[src/rtl/keystream_job_arbiter.sv]
// keystream_job_arbiter
// Two requesters take turns on one 20-bit LFSR masking datapath. A granted
// job streams its captured 128-bit key as NBEAT 64-bit beats. Each key bit is
// widened to eight copies and XORed with the matching LFSR bit. The beats go
// out over a valid/ready handshake.
module keystream_job_arbiter #(
    parameter int NBEAT  = 16,
    parameter bit RESEED = 1'b1
) (
    input  logic         clk,
    input  logic         rst,
    input  logic [1:0]   req,
    input  logic [127:0] key0,
    input  logic [127:0] key1,
    output logic [1:0]   gnt,
    output logic [1:0]   done,
    output logic         busy,
    output logic [63:0]  load,
    output logic         load_valid,
    input  logic         load_ready,
    output logic [3:0]   beat_idx
);

    localparam logic [19:0] SEED      = 20'h99999;
    localparam logic [3:0]  LAST_BEAT = 4'(NBEAT - 1);

    typedef enum logic [1:0] {
        IDLE = 2'd0,
        RUN  = 2'd1,
        DONE = 2'd2
    } state_t;

    state_t         state_reg;
    state_t         state_next;
    logic [1:0]     gnt_reg;
    logic [127:0]   key_reg;
    logic           last_reg;
    logic [3:0]     beat_idx_reg;
    logic           load_valid_reg;
    logic [19:0]    lfsr_reg;

    logic           grant_fire;
    logic           beat_step;
    logic           job_finish;
    logic           winner;
    logic [19:0]    lfsr_next;
    logic [63:0]    mask_bits;

    // Feedback taps 15/11/7/0; new bit enters at the top and the register shifts right.
    assign lfsr_next = {lfsr_reg[15] ^ lfsr_reg[11] ^ lfsr_reg[7] ^ lfsr_reg[0],
                        lfsr_reg[19:1]};

    // Round-robin pick: the requester other than the last winner has priority.
    always_comb begin
        if (last_reg) begin
            winner = req[0] ? 1'b0 : 1'b1;
        end else begin
            winner = req[1] ? 1'b1 : 1'b0;
        end
    end

    // State register.
    always_ff @(posedge clk or posedge rst) begin
        if (rst) begin
            state_reg <= IDLE;
        end else begin
            state_reg <= state_next;
        end
    end

    // Next-state logic and the datapath control strobes.
    always_comb begin
        state_next = state_reg;
        grant_fire = 1'b0;
        beat_step  = 1'b0;
        job_finish = 1'b0;
        case (state_reg)
            IDLE: begin
                if (|req) begin
                    grant_fire = 1'b1;
                    state_next = RUN;
                end
            end
            RUN: begin
                if (load_valid_reg && load_ready) begin
                    if (beat_idx_reg == LAST_BEAT) begin
                        job_finish = 1'b1;
                        state_next = DONE;
                    end else begin
                        beat_step = 1'b1;
                    end
                end
            end
            DONE: begin
                state_next = IDLE;
            end
            default: begin
                state_next = IDLE;
            end
        endcase
    end

    // Job datapath: grant capture, beat advance, LFSR stepping and grant release.
    always_ff @(posedge clk or posedge rst) begin
        if (rst) begin
            gnt_reg        <= 2'b00;
            key_reg        <= '0;
            last_reg       <= 1'b1;
            beat_idx_reg   <= 4'd0;
            load_valid_reg <= 1'b0;
            lfsr_reg       <= SEED;
        end else begin
            if (grant_fire) begin
                gnt_reg        <= winner ? 2'b10 : 2'b01;
                key_reg        <= winner ? key1 : key0;
                last_reg       <= winner;
                beat_idx_reg   <= 4'd0;
                load_valid_reg <= 1'b1;
                if (RESEED) begin
                    lfsr_reg <= SEED;
                end
            end
            // The LFSR advances only between beats of a job, so a stalled or
            // idle arbiter keeps the mask frozen.
            if (beat_step) begin
                beat_idx_reg <= beat_idx_reg + 4'd1;
                lfsr_reg     <= lfsr_next;
            end
            if (job_finish) begin
                load_valid_reg <= 1'b0;
            end
            if (state_reg == DONE) begin
                gnt_reg <= 2'b00;
            end
        end
    end

    // Each output bit i takes key bit 8*beat_idx + i/8 and LFSR bit i/8.
    generate
        for (genvar gi = 0; gi < 64; gi++) begin : g_bit
            localparam logic [2:0] SUB = 3'(gi / 8);
            assign mask_bits[gi] = key_reg[{beat_idx_reg, SUB}] ^ lfsr_reg[SUB];
        end
    endgenerate

    assign gnt        = gnt_reg;
    assign done       = (state_reg == DONE) ? gnt_reg : 2'b00;
    assign busy       = (state_reg != IDLE);
    assign load_valid = load_valid_reg;
    assign beat_idx   = beat_idx_reg;
    assign load       = load_valid_reg ? mask_bits : 64'd0;

endmodule

[config.mk]
export PLATFORM = sky130hd
export DESIGN_NAME = keystream_job_arbiter
export DESIGN_NICKNAME = d
export VERILOG_FILES = /design/src/rtl/keystream_job_arbiter.sv
export SDC_FILE = /design/constraint.sdc
export NUM_CORES = 1
export LEC_CHECK = 0
export BUFFER_PORTS_ARGS = -buffer_cell sky130_fd_sc_hd__buf_2
export CAP_MARGIN = 0
export CORE_UTILIZATION = 30
export CTS_CLUSTER_DIAMETER = 30
export DETAILED_ROUTE_END_ITERATION = 7
export HOLD_SLACK_MARGIN = 0.15
export PLACE_DENSITY = 0.51
export SLEW_MARGIN = 40
export SYNTH_ARGS = -nofsm -noshare
export SYNTH_HDL_FRONTEND = slang
export SYNTH_SLANG_ARGS = --single-unit
[constraint.sdc]
create_clock -name clk -period 11.2 [get_ports clk]
set_clock_uncertainty 0.15 [all_clocks]
set_input_delay 2.24 -clock clk [delete_from_list [all_inputs] [get_ports clk]]
set_output_delay 2.24 -clock clk [all_outputs]
set_load 0.1 [all_outputs]
* Word level (Yosys, flattened, before mapping) *
Cells that the tools add are included.

word-level totals
  bits in registers = 158
  bits of input ports = 261

cells by class
  bitwise gates (word level) = 11
  add/subtract/negate cells = 1
  reduce and logical (&&, ||, !) cells = 8
  eq/ne operators = 6
  $lt $le $gt $ge = 8
  mux-type cells = 43

operators by type and width
  cell                   number
  $mux W128              1
  $lt A7 B8 Y1 const B   8
  $mux W64               1
  $mux W20               2
  $bmux W1 S4            8
  $mux W1                21
  $mux W2                7
  $xor A1 B1 Y1          11
  $mux W4                2
  $reduce_bool A2 Y1     4
  $ne A2 B2 Y1 const B   3
  $add A4 B1 Y4 const B  1
  $eq A4 B4 Y1 const B   1
  $pmux W2 S2            1
  $reduce_and A3 Y1      1
  $eq A2 B1 Y1 const B   1
  $eq A2 B2 Y1 const B   1
  $logic_not A2 Y1       1
  $reduce_or A2 Y1       1
  $logic_and A1 B1 Y1    1

* Longest topological paths before layout *
  word-level depth = 5
  depth in mapped cells = 7
  gate-level depth less buffers = 5

* Least setup slack after synthesis *
No wires, ideal clock.

  kind = reg2out
  start point = register beat_idx_reg[2], in the netlist beat_idx[2]
  end point = output load[49]
  data arrival time = 4.402 ns
  data required time = 8.810 ns
  setup slack = 4.408 ns
  stages on the path, launching flop included = 8
  cell sequence = dfrtp_1 -> buf_6 -> buf_6 -> mux4_2 -> a22oi_1 -> nand3_1 -> a21oi_1 -> buf_4

between the ends
  cells in the longest elaborated chain, start to end = 4

ends and longest elaborated chain
  item                           line  RTL
  start: declaration             38    logic [3:0] beat_idx_reg;
  start signal: assignment       126   beat_idx_reg <= beat_idx_reg + 4'd1;
  $bmux W1 S4                    142   assign mask_bits[gi] = key_reg[{beat_idx_reg, SUB}] ^ lfsr_reg[SUB];
  $mux W1 (not written as such)  142
  $xor A1 B1 Y1                  142
  $mux W64                       151   assign load = load_valid_reg ? mask_bits : 64'd0;
  end: declaration               18    output logic [63:0] load,

Every way passes these cells. The select of a mux whose other input is x is not followed.

* Worst setup path after layout *
  start point = register beat_idx_reg[2], in the netlist beat_idx[2]
  end point = output load[23]

Same word-level chain as after synthesis.

==> results <==
- The final clock period utilization by the worst path is 0.521.
- The CTS root buffer is clkbuf_16.
- The depth of the CTS H-tree is 4.
- The wire-length estimate of the detail-placed layout is 19000 um.
- The clock tree from TritonCTS is yes.
- OpenSTA, run right after detailed placement, puts the worst setup slack at ~5.8 ns.
- The number of cells on the worst reg-to-reg path is 6.
- Counting the fill cells in the layout gives 2857.
- The max capacitance violation total is 0.
- The area growth from synthesis to layout is 25.0%.
- The launch instance of the worst min-delay path is key_reg[43]$_DFFE_PP0P_.
- After synthesis, the most frequently instantiated cells are nand2_1, o21ai_0, dfrtp_1.
- The worst hold-check path type is flip-flop to flip-flop.
- The number of max-slew violations in the final report is 0.
- The average cell area after synthesis is 10.3 um2.
- The Yosys step of the flow raised 0 warnings.
- The initial core utilization is 0.308.
- The core region is approximately 28000 um2.
- The synthesized netlist net count is 1099.
- Wires add up to 25300 um.
- Measured along the x axis, the die boundary spans 172 um.
- Entering global routing, the biggest net connects 131 pins.
- The mapped netlist covers 8640 um2.
- The worst setup path is of the flip-flop to primary output kind.
- The register with the most flip-flops in the layout has about 130 of them.
- The most common cell in the synthesized netlist is nand2_1.
- The post-CTS setup-driven buffer insertion count is 0.
- The data required time of the critical path is 8.81 ns.
- The share of async-settable or async-resettable flops after synthesis is 1.00.
- The critical register-to-register path endpoint is key_reg[28]$_DFFE_PP0P_.
- The longest clock path from root to sink contains 2 buffers.
- The clock buffer count from CTS is 17.
- At the worst endpoint, the arrival time is around 3.5 ns.
- The met3 track demand over resource is 0.0345.
- The later pin in the worst-skew pair is clocked with a latency of 0.43 ns.
- The worst setup path is launched from a flip-flop.
- After clock tree synthesis, the repair step resized 0 gates.
- After synthesis, the netlist uses 35 different library cells.
- The congestion estimate from routability-driven global placement came to 0.735.
- The worst min-delay path endpoint is key_reg[43]$_DFFE_PP0P_.
- Clock tree synthesis found a total of 158 sinks.
- The post-route cell area is 10800 um2.
- In this run, the number of DRC markers left after iteration 0 of detailed routing was 397.
- The number of detailed-routing iterations run before antenna repair is 6.
- The initial antenna violation count came to 0.
- The synthesized design spends more area on one cell type than any other, namely dfrtp_1.
- Summing all placed instances gives a cell area of 10200 um2.
- The share of the synthesized area in the top cell type is 0.426.
- around 340 I/O pins were placed.
- The final sum of negative setup slack is 0 ns.
- The detailed router placed ~6800 vias in this run.
- The via count of the first global-routing pass is roughly 6300.
- The overflow left after global routing is 0.
- Across every metal layer, demand over resource in global routing totals 0.173.
- The final setup violation count is 0.
- The instance count along the most critical hold path is 2.
- In the global route stage, met2 resource usage came out at 0.285.
- The total number of nets in the final design is roughly 1300.
- Port buffering added 334 buffers.
- The remaining number of nets flagged by the antenna check after routing is 0.
- For the pin with the worst max-slew slack, the measured transition is 0.868 ns.
- The worst setup path is captured at a primary output.
- Of all nets on the critical path, the largest fanout is 37.
- The top flip-flop cell by instance count after synthesis is dfrtp_1.
- The chip height is 172 um.
- After synthesis, the cell types taking the most area are dfrtp_1, mux2i_1, o21ai_0.
- The flow ran to the end, and the final reports show no timing, DRC or antenna violations.
- The overall die area is 29500 um2.
- The count of inserted antenna diode cells is 0.
- The startpoint identified for the worst register-to-register timing path is last_reg$_DFFE_PP1P_.
- The clock period could shrink to 5.84 ns.
- The final-report hold violation count came to 0.
- The fraction of final layout cells with drive strength greater than 1 is 0.383.
- The remaining max-slew budget at the tightest pin is 0.420.
- The number of enable-type register cells in the synthesized netlist is 0.
- The standard-cell row count is between 60 and 70.
- After detailed routing, the number of vias per cell comes to between 4 and 5.
- The number of hold buffers added after CTS is 0.
- The highest clock frequency the design can meet is 171 MHz.
- Setup repair after global routing left no endpoint under its margin.
- The layer flagged by global routing as most heavily used is met2.
- The post-layout worst setup margin is roughly 5.4 ns.
- Synthesis produced approximately 840 cells.
- After synthesis the netlist holds a flip-flop and latch count of 158.
- The share of the Yosys chip area taken by registers is 0.459.
- The reg2reg setup slack is about 8.7 ns.
- The first global-routing pass estimated 37200 um of wire.
- In the final routed layout, each cell accounts on average for about 17 um.
- After detailed routing, the number of remaining DRC violations is 0.
- The routing usage on met1 is 0.232.
- Clock-pin slew was measured on the worst setup and hold paths at 0.06 ns.
==> layout by cell type (no fill, tap or decap), drive strengths merged, types with 11 or more instances in the layout <==
master	Yosys	layout
buf	88	342
nand2	166	166
o21ai	150	150
dfrtp	147	147
mux2i	128	128
mux4	32	32
clkbuf	29	18
nor2	16	16
a22oi	16	16
a21oi	11	11
dfstp	11	11
==> metrics by stage <==
stage	utilization	std cells	hold slack [ns]
finish	0.385	1472	0.322
global route	0.385	1472	0.341
CTS	0.383	1470	0.328
detailed placement	0.362	1438	0.313
global placement	0.361	1438	0.306
floorplan	-	837	0.292
==> cell families after synthesis <==
family / count (synthesis) / share of synthesized area
XOR/XNOR: 4 / 0.00405
AND/OR/NAND/NOR: 206 / 0.0953
adder cells (fa/ha/maj): 1 / 0.00145
multiplexers: 161 / 0.237
flip-flops: 158 / 0.459
buffers and inverters: 119 / 0.0843
AO/OA/AOI/OAI: 188 / 0.119
==> cell type report <==
class                           count  area [um2]  share of cell area
Inverter                            2        12.5             0.00116
Tap cell                          378         473              0.0438
Multi-Input combinational cell    560        3960               0.367
Clock buffer                       18         439              0.0406
Clock inverter                     14         158              0.0146
Timing Repair Buffer              342        1780               0.165
Sequential cell                   158        3980               0.368
==> metal layers <==
metal  wire (um)  vias to the layer above
met2       12500                      229
met5           0                        -
met3        1340                       11
li1            -                     3373
met4         253                        0
met1       11200                     3151
==> critical path, cell delays in order (launching register included) <==
cell	delay, ns
dfrtp_4	0.84
mux4_1	0.67
a22oi_1	0.25
nand3_1	0.11
a21oi_1	0.55
buf_2	0.55
==> worst max path at each step <==
stage	from	to
5_1_grt	beat_idx[2]$_DFFE_PP0P_	load[21]
4_1_cts	beat_idx[2]$_DFFE_PP0P_	load[23]
6_report	beat_idx[2]$_DFFE_PP0P_	load[23]
3_3_place_gp	beat_idx[2]$_DFFE_PP0P_	load[17]
3_5_place_dp	beat_idx[2]$_DFFE_PP0P_	load[23]
2_1_floorplan	beat_idx[2]$_DFFE_PP0P_	load[49]
Power is left out: the tool's default activity adds up to more than one toggle a clock period on the data nets, which glitch-free logic cannot reach.
